<file path="src/rtl/dct_pkg.sv">
// Shared constants, rounding helper and vector type for the fixed-point lifting DCT/IDCT pair.
package dct_pkg;

  localparam int FRAC_BITS      = 3;
  localparam int IDCT_OUT_SHIFT = 5;
  localparam int IDCT_LAT       = 8;
  localparam int DCT_IW         = 24;

  typedef logic signed [DCT_IW-1:0] dct_vec_t [8];

  // Round to a multiple of 2^FRAC_BITS, ties away from zero: a negative value
  // only carries when its low three bits are 5..7, a positive one when they are 4..7.
  function automatic logic signed [31:0] R(input logic signed [31:0] v);
    logic signed [31:0] bias;
    bias = v[31] ? 32'sd3 : 32'sd4;
    return ((v + bias) >>> FRAC_BITS) <<< FRAC_BITS;
  endfunction

endpackage

</file>
<file path="src/rtl/idct_valid_pipe.sv">
// Valid-bit shift register tracking which IDCT pipeline stages hold a live vector.
module idct_valid_pipe
  import dct_pkg::*;
#(
  parameter int DEPTH = IDCT_LAT
) (
  input  logic clk,
  input  logic rst,
  input  logic advance,
  input  logic in_valid,
  output logic out_valid
);

  logic [DEPTH-1:0] valid_sr;

  always_ff @(posedge clk) begin
    if (rst) begin
      valid_sr <= '0;
    end else if (advance) begin
      valid_sr <= {valid_sr[DEPTH-2:0], in_valid};
    end
  end

  assign out_valid = valid_sr[DEPTH-1];

endmodule

</file>
<file path="src/rtl/idct_ft_math.sv">
// Pipelined 8-point 1-D inverse lifting DCT: undoes the forward lifting chain, then
// rounds by 1/32 and clamps to unsigned W-bit pixels with per-sample clip flags.
module idct_ft_math
  import dct_pkg::*;
#(
  parameter int W  = 8,
  parameter int IW = DCT_IW
) (
  input  logic                 clk,
  input  logic                 rst,
  input  logic                 in_valid,
  output logic                 in_ready,
  input  logic [7:0][15:0]     y_in,
  output logic                 out_valid,
  input  logic                 out_ready,
  output logic [7:0][W-1:0]    x_out,
  output logic [7:0]           out_clip
);

  typedef logic signed [IW-1:0] lane_t;
  localparam lane_t PIX_MAX = lane_t'((1 << W) - 1);

  logic  advance;
  logic  q_valid;
  lane_t s0 [8], s1 [8], s2 [8], s3 [8], s4 [8], s5 [8], s6 [8], sq [8];
  lane_t n1 [8], n2 [8], n3 [8], n4 [8], n5 [8], n6 [8], nq [8];
  logic [7:0][W-1:0] x_next;
  logic [7:0]        clip_next;

  function automatic lane_t rr(input lane_t v);
    return lane_t'(R(32'(v)));
  endfunction

  function automatic lane_t f38(input lane_t v);
    return (v >>> 3) + (v >>> 2);
  endfunction

  function automatic lane_t f58(input lane_t v);
    return (v >>> 1) + (v >>> 3);
  endfunction

  function automatic lane_t f78(input lane_t v);
    return (v >>> 1) + (v >>> 2) + (v >>> 3);
  endfunction

  function automatic lane_t rq(input lane_t p);
    lane_t half;
    half = lane_t'(1 << (IDCT_OUT_SHIFT - 1));
    return (p + (p[IW-1] ? half - lane_t'(1) : half)) >>> IDCT_OUT_SHIFT;
  endfunction

  assign advance  = ~out_valid | out_ready;
  assign in_ready = advance;

  idct_valid_pipe #(.DEPTH(IDCT_LAT)) u_valid_pipe (
    .clk      (clk),
    .rst      (rst),
    .advance  (advance),
    .in_valid (in_valid),
    .out_valid(q_valid)
  );

  // Lifting steps run in the reverse order of the forward transform.
  always_comb begin
    n1 = s0;
    n1[1] = rr(s0[0] >>> 1) - s0[1];
    n1[3] = s0[3] - rr(f38(s0[2]));
    n1[4] = s0[4] + rr(s0[7] >>> 3);
    n1[6] = s0[6] + rr(s0[5] >>> 1);

    n2 = s1;
    n2[0] = s1[0] - s1[1];
    n2[2] = s1[2] + rr(f38(s1[3]));
    n2[5] = s1[5] - rr(f78(s1[6]));

    n3[0] = s2[0] + s2[3];
    n3[3] = s2[0] - s2[3];
    n3[1] = s2[1] + s2[2];
    n3[2] = s2[1] - s2[2];
    n3[4] = s2[4] + s2[5];
    n3[5] = s2[4] - s2[5];
    n3[7] = s2[7] + s2[6];
    n3[6] = s2[7] - s2[6];

    n4 = s3;
    n4[5] = rr(f58(s3[6])) - s3[5];

    n5 = s4;
    n5[6] = s4[6] - rr(f38(s4[5]));

    for (int i = 0; i < 4; i++) begin
      n6[i]     = s5[i] + s5[7-i];
      n6[7-i]   = s5[i] - s5[7-i];
    end

    for (int i = 0; i < 8; i++) begin
      nq[i] = rq(s6[i]);
    end
  end

  always_comb begin
    x_next    = '0;
    clip_next = '0;
    for (int i = 0; i < 8; i++) begin
      if (sq[i] < 0) begin
        clip_next[i] = 1'b1;
      end else if (sq[i] > PIX_MAX) begin
        x_next[i]    = PIX_MAX[W-1:0];
        clip_next[i] = 1'b1;
      end else begin
        x_next[i]    = sq[i][W-1:0];
      end
    end
  end

  // One global enable: every stage either advances together or holds.
  always_ff @(posedge clk) begin
    if (rst) begin
      for (int i = 0; i < 8; i++) begin
        s0[i] <= '0;
        s1[i] <= '0;
        s2[i] <= '0;
        s3[i] <= '0;
        s4[i] <= '0;
        s5[i] <= '0;
        s6[i] <= '0;
        sq[i] <= '0;
      end
      out_valid <= 1'b0;
      x_out     <= '0;
      out_clip  <= '0;
    end else if (advance) begin
      for (int i = 0; i < 8; i++) begin
        s0[i] <= lane_t'($signed(y_in[i])) <<< FRAC_BITS;
      end
      s1        <= n1;
      s2        <= n2;
      s3        <= n3;
      s4        <= n4;
      s5        <= n5;
      s6        <= n6;
      sq        <= nq;
      out_valid <= q_valid;
      x_out     <= x_next;
      out_clip  <= clip_next;
    end
  end

endmodule

</file>
<file path="config.mk">
export PLATFORM = sky130hd
export DESIGN_NAME = idct_ft_math
export DESIGN_NICKNAME = d
export VERILOG_FILES = /design/src/rtl/dct_pkg.sv /design/src/rtl/idct_valid_pipe.sv /design/src/rtl/idct_ft_math.sv
export SDC_FILE = /design/constraint.sdc
export NUM_CORES = 2
export LEC_CHECK = 0
export ABC_AREA = 1
export BUFFER_PORTS_ARGS = -buffer_cell sky130_fd_sc_hd__buf_2
export CORE_MARGIN = 2
export CORE_UTILIZATION = 55
export CTS_CLUSTER_DIAMETER = 100
export CTS_CLUSTER_SIZE = 20
export DETAILED_ROUTE_END_ITERATION = 8
export PLACE_DENSITY = 0.75
export REMOVE_ABC_BUFFERS = 1
export SLEW_MARGIN = 20
export SYNTH_ARGS = -nofsm -noshare
export SYNTH_HDL_FRONTEND = slang
export SYNTH_SLANG_ARGS = --single-unit
</file>
<file path="constraint.sdc">
create_clock -name clk -period 4.62 [get_ports clk]
set_clock_uncertainty 0.05 [all_clocks]
set_input_delay 0.462 -clock clk [delete_from_list [all_inputs] [get_ports clk]]
set_output_delay 0.462 -clock clk [all_outputs]
set_load 0.005 [all_outputs]
</file>
==> impl_metrics.csv <==
group,metric,value,unit
outcome,status,"complete, no violations",
setup_path,worst-endpoint-arrival,5.15,ns
cts,clk_pin_slew,0.09,ns
floorplan,dieHeight,381,um
yosys,ys_ff_latch,1280,
power,power_density,490,nW/um^2
yosys,yosysWarningCount,0,
flow_run,maxCapViolCount,0,
setup_path,ff2ff_path_depth,27,
global_routing,grt_pass1_vias,67800,
yosys,synthTopCellsByArea,"dfxtp_1 33%, ha_1 9.2%, inv_1 8.2%",
sta,slew_violations,0,
power,finalPower,41.8,mW
global_routing,grt_max_degree,186,
yosys,yosysTopAreaCell,"dfxtp_1",
global_routing,grt_pass1_wl,365000,um
yosys,post_synth_and_or_nand_nor_area_fraction,19.7,%
detailed_routing,vias,73000,
cells_and_area,multi_input_area,44700,sq um
yosys,synth_compound_area_share,22.1,%
setup_path,path_max_fanout,4,
cts,cts_root_buf,"clkbuf_16",
yosys,synth-main-ff-cell,"dfxtp_1",
yosys,synth_top_family_by_area,"compound AO/OA/AOI/OAI gates",
power,p_leak,44.1,nW
cells_and_area,fill_cells,13300,
worst_hold_path,hold_path.class,"input port to register",
sta,setup_viol,0,
cts,clock-sinks,1280,
yosys,synth-edff-count,0,
placement,routabilityCongestion,0.952,
global_routing,antenna_found_initial,0,
yosys,seq_area_frac_synth,32.7,%
setup_path,start_kind,"register",
detailed_routing,drtAntennaViolNets,0,
cells_and_area,post-route-util,60.4,%
yosys,avgSynthCellArea,6.95,sq um
floorplan,io_pins,206,
cells_and_area,drive_gt1_share,6.13,%
sta,finalCritPeriodShare,99.6,%
sta,fmax,217,MHz
worst_hold_path,worstHoldPathCells,3,
floorplan,die_width,381,um
detailed_routing,wl_per_cell,17.3,um
cts,clk_latency,0.73,ns
global_routing,grt-ovfl-total,0,
yosys,synth_top_area_share,32.7,%
yosys,synth_fa_ha_area_share,10.3,%
floorplan,core,141000,sq um
floorplan,die-area,145000,sq um
detailed_routing,drt-initial-drc-count,5555,
setup_path,required,5.17,ns
detailed_routing,via_per_inst,5.51,
yosys,syn-instance-count,11300,
cts,cts_buffers,77,
cts,cts_htree_levels,3,
yosys,synth_cell_types,63,
yosys,ys_top_cells_by_count,"1711 x inv_1, 1593 x nand2_1, 1342 x nor2_1",
global_routing,track_usage,30.6,%
placement,place_hpwl,175000,um
yosys,synth_most_common_cell,"inv_1",
sta,hold_violations,0,
placement,post-place-ws,-0.205,ns
yosys,async_flop_share,0,%
placement,portBuffers,205,
floorplan,start_util,55.4,%
detailed_routing,firstDrtPassIters,6,
sta,tightest_slew,1.22,ns
sta,postLayoutSetupSlackWorst,0.0200,ns
sta,rsz0062_at_grt,"yes",
detailed_routing,dr_wl_met3,10400,um
cells_and_area,fin_nets,12100,
cells_and_area,syn_to_final_growth,9.12,%
sta,period_minus_slack,4.60,ns
cts,cts_tree,"done",
cells_and_area,n_antenna_cell,0,
power,ir_drop,0.389,mV
detailed_routing,wl_met1,110000,um
yosys,muxShareOfSynthArea,0,%
cells_and_area,fin_cells,13200,
detailed_routing,drc,0,
floorplan,fp-row-count,138,
cells_and_area,register_area,25600,sq um
cts,clk_path_buf_depth,3,
setup_path,end_kind,"register",
setup_path,crit_type,"register to register",
detailed_routing,top_layer,"met4",
detailed_routing,totalWireLength,230000,um
sta,maxSlewHeadroom,18.0,%
placement,dp_cells,13000,
detailed_routing,met2_length,103000,um
yosys,syn_area,78300,sq um
yosys,synth_xor_area_share,4.37,%
cell usage in the layout (no fill, tap or decap), types with 275 or more instances in the layout:
| master | count |
|---|---|
| dfxtp_1 | 1273 |
| xor2_1 | 275 |
| nor2_1 | 1330 |
| o211ai_1 | 309 |
| nand3_1 | 375 |
| a21oi_1 | 929 |
| inv_1 | 1704 |
| ha_1 | 559 |
| nand2_1 | 1588 |
| o21ai_0 | 1241 |
worst max-delay path, stage by stage, from the launching register on:
cell	delay, ns
dfxtp_4	0.36
fa_1	0.54
ha_2	0.19
inv_2	0.05
fa_2	0.38
xnor2_2	0.17
inv_1	0.08
nor2_2	0.09
inv_2	0.04
or2_4	0.25
nor3_4	0.21
nand2_2	0.10
nor2_4	0.14
inv_4	0.06
nor2_4	0.11
xor2_1	0.17
ha_1	0.27
buf_6	0.14
nand2_4	0.06
nor2_4	0.03
o21ai_1	0.07
o211ai_1	0.18
nor2_4	0.19
o21bai_4	0.09
buf_6	0.11
xor2_1	0.13
o211ai_1	0.15
inv_1	0.05
registers in the layout, indices dropped and copies added (netlist names), 48 cells and up:
name / cells
n1: 64
n2: 84
n4: 138
n5: 142
s0: 64
s1: 48
s2: 143
s5: 163
s6: 164
sq: 152
x_out: 64
what timing repair did:
item	in CTS	in global routing
pin swaps	3	59
hold endpoints to repair	125	0
hold buffers	125	0
setup buffers	2	33
gates resized for setup	17	120
setup endpoints to repair	11	41
final timing paths:
| check | startpoint | to | slack, ns |
|---|---|---|---|
| max | n2[29]$_SDFFE_PP0P_ | s2[65]$_SDFFE_PP0P_ | 0.02 |
| min | y_in[5] | n1[176]$_SDFFE_PP0P_ | 0.06 |
| max reg2reg | n2[29]$_SDFFE_PP0P_ | s2[65]$_SDFFE_PP0P_ | 0.02 |
| min reg2reg | u_valid_pipe.valid_sr[7]$_SDFFE_PP0P_ | u_valid_pipe.valid_sr[7]$_SDFFE_PP0P_ | 0.41 |
per-stage QoR:
stage,hold WS [ns],TNS (ns),instance area (sq um)
after global routing,0.0631,-2.28,85500
after floorplan,0.380,-,76300
after detailed placement,0.399,-0.912,81200
final,0.0556,0,85500
after global placement,0.389,-0.334,81200
after CTS,0.0111,0,84700
per-layer routing:
layer	up-vias	global-route usage, %
li1	37000	-
met1	34000	43.7
met2	1701	49.9
met3	247	2.67
met4	0	7.03
met5	-	0
layout make-up:
class / count / share of cell area (%)
multi-input cells: 7735 / 52.3
flip-flops and latches: 1280 / 30.0
inverters: 1719 / 7.57
repair buffers: 522 / 4.79
well taps: 1890 / 2.77
clock buffers: 82 / 2.30
clock inverters: 16 / 0.223
power by group:
group | total [mW] | switching [mW] | internal, mW
Clock | 7.08 | 3.97 | 3.11
Combinational | 19.7 | 12.6 | 7.17
Sequential | 15.0 | 1.79 | 13.2
Total | 41.8 | 18.3 | 23.5
cells by family (layout without fill, tap and decap cells):
kind of cell,Yosys count,in the layout
XOR/XNOR,390,390
AND/OR/NAND/NOR,3711,3711
flip-flops,1280,1280
AO/OA/AOI/OAI,3015,3015
buffers and inverters,2245,2339
adder cells (fa/ha/maj),619,619
(Power assumes the default switching activity.)
